File: config.mk
export PLATFORM = sky130hd
export DESIGN_NAME = lcd_cmd_sequencer
export DESIGN_NICKNAME = d
export VERILOG_FILES = /design/src/rtl/lcd_pkg.sv /design/src/rtl/lcd_init_rom.sv /design/src/rtl/lcd_cmd_sequencer.sv
export SDC_FILE = /design/constraint.sdc
export NUM_CORES = 1
export LEC_CHECK = 0
export BUFFER_PORTS_ARGS = -buffer_cell sky130_fd_sc_hd__clkbuf_2
export CORE_ASPECT_RATIO = 1.1
export CORE_MARGIN = 8
export CORE_UTILIZATION = 35
export CTS_CLUSTER_SIZE = 16
export DETAILED_ROUTE_END_ITERATION = 10
export PLACE_DENSITY = 0.65
export SLEW_MARGIN = 20
export SYNTH_ARGS = -nofsm -noshare
export SYNTH_HDL_FRONTEND = slang
export SYNTH_HIERARCHICAL = 1
export SYNTH_SLANG_ARGS = --single-unit
File: constraint.sdc
create_clock -name CLK -period 2.4 [get_ports CLK]
set_input_delay 0.24 -clock CLK [delete_from_list [all_inputs] [get_ports CLK]]
set_output_delay 0.24 -clock CLK [all_outputs]
set_load 0.02 [all_outputs]
File: src/rtl/lcd_pkg.sv
// lcd_pkg: shared types and constants for the HD44780 command sequencer.
// State and wait-phase enums, default timings, init command set, slow-opcode test.
package lcd_pkg;

    localparam int TW = 23;

    typedef enum logic [2:0] {
        PWR,
        LOAD,
        SETUP,
        EHIGH,
        EXEC,
        IDLE
    } state_t;

    typedef enum logic [1:0] {
        START,
        GUARD,
        RUN
    } phase_t;

    localparam int unsigned DEF_T_POWERUP = 750000;
    localparam int unsigned DEF_T_SETUP   = 4;
    localparam int unsigned DEF_T_EPULSE  = 25;
    localparam int unsigned DEF_T_EXEC    = 2000;
    localparam int unsigned DEF_T_CLEAR   = 82000;

    localparam int         INIT_CMD_COUNT = 4;
    localparam logic [1:0] INIT_LAST      = 2'(INIT_CMD_COUNT - 1);

    localparam logic [7:0] INIT_FUNC_SET = 8'h38;
    localparam logic [7:0] INIT_DISP_ON  = 8'h0C;
    localparam logic [7:0] INIT_CLEAR    = 8'h01;
    localparam logic [7:0] INIT_ENTRY    = 8'h06;

    localparam logic [7:0] CMD_CLEAR = 8'h01;
    localparam logic [7:0] CMD_HOME  = 8'h02;

    // Clear and home need the long execution wait.
    function automatic logic is_slow_cmd(input logic rs, input logic [7:0] data);
        return !rs && ((data == CMD_CLEAR) || (data == CMD_HOME));
    endfunction

endpackage

File: src/rtl/lcd_init_rom.sv
// lcd_init_rom: power-up command table for the LCD, indexed by init step.
// Ports: idx (2-bit step) -> cmd (8-bit opcode, always sent with rs=0).
import lcd_pkg::*;

module lcd_init_rom (
    input  logic [1:0] idx,
    output logic [7:0] cmd
);

    always_comb begin
        cmd = INIT_FUNC_SET;
        case (idx)
            2'd0:    cmd = INIT_FUNC_SET;
            2'd1:    cmd = INIT_DISP_ON;
            2'd2:    cmd = INIT_CLEAR;
            default: cmd = INIT_ENTRY;
        endcase
    end

endmodule

File: src/rtl/lcd_cmd_sequencer.sv
// lcd_cmd_sequencer: runs LCD power-up/init, then writes requested bytes.
// Ports: CLK/RST, in_valid/in_ready/in_rs/in_data request, init_done,
//        timer_rst/timer_wait/timer_busy to the delay timer, lcd_rs/rw/e/data.
import lcd_pkg::*;

module lcd_cmd_sequencer #(
    parameter int unsigned T_POWERUP = DEF_T_POWERUP,
    parameter int unsigned T_SETUP   = DEF_T_SETUP,
    parameter int unsigned T_EPULSE  = DEF_T_EPULSE,
    parameter int unsigned T_EXEC    = DEF_T_EXEC,
    parameter int unsigned T_CLEAR   = DEF_T_CLEAR
) (
    input  logic          CLK,
    input  logic          RST,
    input  logic          in_valid,
    output logic          in_ready,
    input  logic          in_rs,
    input  logic [7:0]    in_data,
    output logic          init_done,
    output logic          timer_rst,
    output logic [TW-1:0] timer_wait,
    input  logic          timer_busy,
    output logic          lcd_rs,
    output logic          lcd_rw,
    output logic          lcd_e,
    output logic [7:0]    lcd_data
);

    localparam logic [TW-1:0] W_PWR    = TW'(T_POWERUP);
    localparam logic [TW-1:0] W_SETUP  = TW'(T_SETUP);
    localparam logic [TW-1:0] W_EPULSE = TW'(T_EPULSE);
    localparam logic [TW-1:0] W_EXEC   = TW'(T_EXEC);
    localparam logic [TW-1:0] W_CLEAR  = TW'(T_CLEAR);

    state_t        state;
    phase_t        phase;
    logic          guard_cnt;
    logic [1:0]    init_idx;
    logic          req_rs;
    logic [7:0]    req_data;
    logic [7:0]    rom_cmd;
    logic [TW-1:0] exec_wait;
    logic [TW-1:0] cur_wait;
    logic          waiting;
    logic          wait_done;

    lcd_init_rom u_rom (
        .idx (init_idx),
        .cmd (rom_cmd)
    );

    assign lcd_rw = 1'b0;

    // Bus contents are frozen from LOAD, so the exec wait can be
    // derived from what is already on the bus.
    assign exec_wait = is_slow_cmd(lcd_rs, lcd_data) ? W_CLEAR : W_EXEC;

    always_comb begin
        cur_wait = '0;
        case (state)
            PWR:     cur_wait = W_PWR;
            SETUP:   cur_wait = W_SETUP;
            EHIGH:   cur_wait = W_EPULSE;
            EXEC:    cur_wait = exec_wait;
            default: cur_wait = '0;
        endcase
    end

    assign waiting = (state == PWR) || (state == SETUP) ||
                     (state == EHIGH) || (state == EXEC);

    // The timer flag only becomes meaningful after the guard cycles.
    assign wait_done = (phase == RUN) && !timer_busy;

    always_ff @(posedge CLK or posedge RST) begin
        if (RST) begin
            state      <= PWR;
            phase      <= START;
            guard_cnt  <= 1'b0;
            init_idx   <= 2'd0;
            init_done  <= 1'b0;
            in_ready   <= 1'b0;
            req_rs     <= 1'b0;
            req_data   <= 8'h00;
            timer_rst  <= 1'b1;
            timer_wait <= '0;
            lcd_rs     <= 1'b0;
            lcd_e      <= 1'b0;
            lcd_data   <= 8'h00;
        end else begin
            // Wait sub-phases; a state transition below may restart them.
            if (waiting) begin
                case (phase)
                    START: begin
                        timer_rst  <= 1'b0;
                        timer_wait <= cur_wait;
                        guard_cnt  <= 1'b0;
                        phase      <= GUARD;
                    end
                    GUARD: begin
                        guard_cnt <= 1'b1;
                        if (guard_cnt) begin
                            phase <= RUN;
                        end
                    end
                    default: ;
                endcase
            end

            case (state)
                PWR: begin
                    if (wait_done) begin
                        timer_rst <= 1'b1;
                        init_idx  <= 2'd0;
                        state     <= LOAD;
                    end
                end

                LOAD: begin
                    lcd_rs     <= init_done ? req_rs : 1'b0;
                    lcd_data   <= init_done ? req_data : rom_cmd;
                    timer_rst  <= 1'b1;
                    timer_wait <= W_SETUP;
                    phase      <= START;
                    state      <= SETUP;
                end

                SETUP: begin
                    if (wait_done) begin
                        lcd_e      <= 1'b1;
                        timer_rst  <= 1'b1;
                        timer_wait <= W_EPULSE;
                        phase      <= START;
                        state      <= EHIGH;
                    end
                end

                EHIGH: begin
                    if (wait_done) begin
                        lcd_e      <= 1'b0;
                        timer_rst  <= 1'b1;
                        timer_wait <= exec_wait;
                        phase      <= START;
                        state      <= EXEC;
                    end
                end

                EXEC: begin
                    if (wait_done) begin
                        timer_rst <= 1'b1;
                        if (!init_done && (init_idx != INIT_LAST)) begin
                            init_idx <= init_idx + 2'd1;
                            state    <= LOAD;
                        end else begin
                            init_done <= 1'b1;
                            in_ready  <= 1'b1;
                            state     <= IDLE;
                        end
                    end
                end

                IDLE: begin
                    if (in_valid && in_ready) begin
                        req_rs   <= in_rs;
                        req_data <= in_data;
                        in_ready <= 1'b0;
                        state    <= LOAD;
                    end
                end

                default: begin
                    state <= PWR;
                    phase <= START;
                end
            endcase
        end
    end

endmodule

-- Word level (Yosys, flattened, before mapping)
Index checks and enable logic that the tools add are counted.
- mux-type cells: 38
- add/subtract/negate cells: 1
- equal/unequal tests: 19
- bitwise logic cells: 1
- reductions and logical operators: 28
- operator list (kind ; count):
    23-bit 2-to-1 mux ; 4
    20-bit one-hot mux with 4 select lines ; 1
    23-bit one-hot mux with 3 select lines ; 1
    3-bit 2-to-1 mux ; 6
    3-bit one-hot mux with 6 select lines ; 1
    6-bit one-hot mux with 3 select lines ; 1
    17-bit 2-to-1 mux ; 1
    2-bit inequality test (second input constant) ; 7
    2-bit 2-to-1 mux ; 6
    2-bit one-hot mux with 2 select lines ; 3
    1-bit 2-to-1 mux ; 9
    8-bit by 1-bit == test with 1-bit output (second input constant) ; 1
    8-bit by 2-bit == test with 1-bit output (second input constant) ; 1
    8-bit 2-to-1 mux ; 1
    1-bit one-hot mux with 2 select lines ; 4
    4-bit AND reduction ; 2
    2-bit nonzero test ; 4
    3-bit by 2-bit == test with 1-bit output (second input constant) ; 2
    3-bit == test (second input constant) ; 2
    3-bit AND reduction ; 2
    5-bit AND reduction ; 1
    2-bit by 1-bit == test with 1-bit output (second input constant) ; 2
    2-bit == test (second input constant) ; 2
    1-bit logical AND ; 4
    other kinds (12) ; 19
- output and inout port bits: 37
- word-level logic and storage cells: 100
- input port bits: 13
- bits in registers: 53

-- Depth between registers and ports, before layout
- depth in word-level cells: 9
- mapped depth: 6
- depth with buffers taken out: 5

-- Cells and area by module
The synthesis kept the hierarchy.
- by module, submodules not included (module ; instances ; area each (um^2) ; sequential area each (um^2) ; cells each):
    lcd_cmd_sequencer ; 1 ; 2454.9 ; 1327.5 ; 236
    lcd_init_rom ; 1 ; 50.0 ; 0.0 ; 9

-- Worst setup path before layout
OpenSTA, ideal clock, no wires.
- kind: register -> register
- start: register lcd_data[3]
- end: register timer_wait[9]
- library setup time: 123 ps
- required time: 2277 ps
- arrival: 1775 ps
- buffers on the path: 1
- clock period less this slack: 1897 ps
- cell stages (with the launch flop): 6
- setup slack: 503 ps
- cells stage by stage: dfrtp_1 > or4_4 > or3_1 > buf_6 > a221oi_2 > nor2_1
- word-level cells in the longest chain between the ends: 9
- elaborated cells on any way between the ends: 11
- those cells by class: 2 x eq/ne; 7 x mux; 2 x reduce/logical
- ends and longest elaborated chain (element ; RTL line ; RTL):
    start: declaration ; lcd_cmd_sequencer.sv:26 ; output logic [7:0] lcd_data
    start signal: assignment ; lcd_cmd_sequencer.sv:121 ; lcd_data <= init_done ? req_data : rom_cmd;
    8-bit by 1-bit == test with 1-bit output or 8-bit by 2-bit == test with 1-bit output (tied branches) ; lcd_pkg.sv:41 ; return !rs && ((data == CMD_CLEAR) || (data == CMD_HOME));
    1-bit logical OR (*) ; lcd_pkg.sv:41 ;
    1-bit logical AND (*) ; lcd_pkg.sv:41 ;
    17-bit 2-to-1 mux (*) ; lcd_cmd_sequencer.sv:56 ; assign exec_wait = is_slow_cmd(lcd_rs, lcd_data) ? W_CLEAR : W_EXEC;
    20-bit one-hot mux with 4 select lines ; lcd_cmd_sequencer.sv:60 ; case (state)
    23-bit 2-to-1 mux ; lcd_cmd_sequencer.sv:93 ; case (phase)
    23-bit 2-to-1 mux ; lcd_cmd_sequencer.sv:92 ; if (waiting) begin
    23-bit 2-to-1 mux, on equally long branches ; lcd_cmd_sequencer.sv:139, lcd_cmd_sequencer.sv:129 ;
    23-bit one-hot mux with 3 select lines (*) ; lcd_cmd_sequencer.sv:110 ; case (state)
    end signal: assignment ; lcd_cmd_sequencer.sv:96 ; timer_wait <= cur_wait;
    end signal: assignment ; lcd_cmd_sequencer.sv:142 ; timer_wait <= exec_wait;
    end: declaration ; lcd_cmd_sequencer.sv:21 ; output logic [TW-1:0] timer_wait,
Mark *: on every way between the ends. The rest lies on a longest branch, timed or not.
A chain may end at the register's enable or synchronous reset.

-- Final worst setup path
- start: register state[1]
- end: register timer_wait[9]
- word-level cells in the longest chain between the ends: 7
- elaborated cells on any way between the ends: 14
- those cells by class: 4 x eq/ne; 6 x mux; 4 x reduce/logical
- ends and longest elaborated chain (element ; RTL line ; RTL):
    start: declaration ; lcd_cmd_sequencer.sv:35 ; state_t state;
    start signal: assignment ; lcd_cmd_sequencer.sv:77 ; state <= PWR;
    start signal: assignment ; lcd_cmd_sequencer.sv:115 ; state <= LOAD;
    start signal: assignment ; lcd_cmd_sequencer.sv:125 ; state <= SETUP;
    parallel branches: the longest is 6 deep, another holds 23-bit 2-to-1 mux ; - ;
    23-bit one-hot mux with 3 select lines (*) ; lcd_cmd_sequencer.sv:110 ;
Every way passes the cells marked *.

==> impl_metrics.env <==
export IMPL_antenna_found_initial=0
export IMPL_place_hpwl_um=4310
export IMPL_clockBufferDepth=2
export IMPL_drt_pass1_iterations=4
export IMPL_overflow=0
export IMPL_cp_start_kind="register"
export IMPL_critPathCaptureType="register"
export IMPL_yosysTopAreaCell="dfrtp_1"
export IMPL_setup_viol=0
export IMPL_post_drt_wl_per_cell_um=15.4
export IMPL_finalSetupTns_ps=0
export IMPL_layout_drive_gt1_share_pct=26.3
export IMPL_required_ps=2600
export IMPL_io_buffers=48
export IMPL_ys_types=53
export IMPL_cts_sinks=53
export IMPL_p_per_area_nw_per_um2=1150
export IMPL_routabilityCongestion=0.781
export IMPL_avgSynthCellArea_um2=10.2
export IMPL_routed_wl_um=5830
export IMPL_rows=32
export IMPL_dieArea_um2=10100
export IMPL_hold_ws_ps=136
export IMPL_synthCells=245
export IMPL_initial_core_util_pct=36.0
export IMPL_area_growth_pct=16.5
export IMPL_ant_nets=0
export IMPL_mostFrequentLayoutCells="dfrtp_1, clkbuf_2, nor2_1"
export IMPL_place_inst=369
export IMPL_grt_pass1_vias=2045
export IMPL_grt_pass1_wl_um=10100
export IMPL_layout_commonest_cell="dfrtp_1"
export IMPL_grt_max_degree=32
export IMPL_crit_arrival_ps=2180
export IMPL_timing_slew_headroom_pct=59.2
export IMPL_min_path_type="in2reg"
export IMPL_synth_edf_count=0
export IMPL_drt_iter0_markers=132
export IMPL_yosysSeqAreaShare_pct=53.0
export IMPL_period_minus_slack_ps=1980
export IMPL_num_vias=1933
export IMPL_cts_buffers=5
export IMPL_clock_latency_ps=310
export IMPL_die_h_um=105
export IMPL_total_leakage_power_nw=1.37
export IMPL_peakVddDrop_mv=0.372
export IMPL_slew_violations=0
export IMPL_cts_tree="done"
export IMPL_rsz0062_at_grt="false"
export IMPL_maxCapViolCount=0
export IMPL_postCtsResizedCells=0
export IMPL_crit_fanout=10
export IMPL_pre_cts_slack_ps=462
export IMPL_clockRootBuffer="clkbuf_8"
export IMPL_h_tree_depth=2
export IMPL_ys_seq_elements=53
export IMPL_syn_cell_area_um2=2500
export IMPL_min_period_over_period_pct=82.6
export IMPL_synth_flop_cell="dfrtp_1"
export IMPL_async_reset_ff_share_pct=100
export IMPL_skew_ps=6.77
export IMPL_io_pins=50
export IMPL_synth_area_leaders="dfrtp_1, nor2_1, a21oi_1"
export IMPL_crit_type="reg2reg"
export IMPL_final_cells=378
export IMPL_path_clk_slew_ps=90
export IMPL_diodes=0
export IMPL_grtUsageTotal_pct=11.7
export IMPL_drc=0
export IMPL_nets=306
export IMPL_die_w_um=96.7
export IMPL_fmax_mhz=505
export IMPL_viasPerCell=5.11
export IMPL_fillerInstances=721
export IMPL_core_um2=6970
export IMPL_setup_slack_ps=418
export IMPL_outcome="complete, no violations"
export IMPL_worstMarginPinSlew_ps=612
export IMPL_synth_warnings=6
export IMPL_synth_top_area_share_pct=51.9
export IMPL_hold_viol=0
[final cells by class]
type | instances | area (µm²) | share of cell area, %
clock inverter | 2 | 13.8 | 0.472
sequential | 53 | 1330 | 45.5
tap | 85 | 106 | 3.64
inverter | 4 | 15.0 | 0.515
timing repair buffer | 57 | 310 | 10.6
multi-input combinational | 171 | 1070 | 36.7
clock buffer | 6 | 72.6 | 2.49
[through the flow]
step	instance area [µm²]	util, %	total power [W]
6_report	2920	41.9	0.00337
5_1_grt	2920	41.9	0.00365
4_1_cts	2920	41.9	0.00342
3_5_place_dp	2820	40.5	0.00290
3_3_place_gp	2820	40.5	0.00285
2_1_floorplan	2510	-	0.00244
[flip-flops by register name (all words and copies together), names as in the netlist]
signal / flops
timer_rst: 1
lcd_rs: 1
in_ready: 1
phase: 2
timer_wait: 23
lcd_e: 1
req_data: 8
init_idx: 2
init_done: 1
lcd_data: 8
guard_cnt: 1
state: 3
req_rs: 1
[logic make-up (layout without fill, tap and decap cells)]
logic type	after synthesis	after routing	synth area share, %
other cells	2	3	0.300
flops	53	53	53.0
mux	19	19	8.09
simple gates	87	87	18.1
buf+inv	22	69	4.35
fa+ha+maj	1	1	0.499
compound gates	60	60	15.3
xor+xnor	1	1	0.350
[synthesized netlist by cell type (3+ instances only)]
library cell,instances
a21oi_1,22
nand2_1,13
o22ai_1,5
nor2b_1,7
nor3_1,4
nand2b_1,4
a32o_1,3
nor2_1,32
inv_1,3
clkbuf_1,9
and2_1,10
o21ai_1,9
buf_2,3
buf_4,4
mux2i_1,9
dfrtp_1,52
and3_1,3
mux2_2,4
o21ai_0,4
mux2_1,6
[metal layers]
metal	wire (µm)	GRT usage (%)	up-vias	part of all wire, %
met2	2890	19.6	40	50
met3	241	3.29	6	4.1
li1	-	-	943	-
met5	0	0	-	0
met1	2660	14.4	944	46
met4	42	3.30	0	0.72
[where the power goes]
group          leakage (nW)  internal, W  switching [W]  total (W)
Combinational         0.654     0.000551       0.000900    0.00145
Clock                0.0456     0.000209       0.000299   0.000507
Sequential            0.675      0.00115       0.000260    0.00141
Total                  1.37      0.00191        0.00146    0.00337
[worst max-delay path, cell delays in order (launching register included)]
cell and delay [ps]:
dfrtp_1 550, mux2i_1 540, nand2_1 360, a221oi_2 370
nor2_1 60
[final timing paths]
check | start | to | slack, ps | cells after the start
setup / recovery | state[1] | timer_wait[9] | 420 | 4
hold / removal | in_data[1] | req_data[1] | 140 | 2
setup reg to reg | state[1] | timer_wait[9] | 420 | 4
hold reg to reg | timer_wait[11] | timer_wait[11] | 490 | 1
max in group asynchronous | RST | timer_rst | 1220 | 4
min in group asynchronous | RST | req_data[2] | 520 | 3
[what timing repair did]
item / CTS / global route
hold endpoints to repair: 25 / 0
hold buffers: 1 / 0
buffers inserted: 0 / 0
Power figures use the tool's default switching activity.
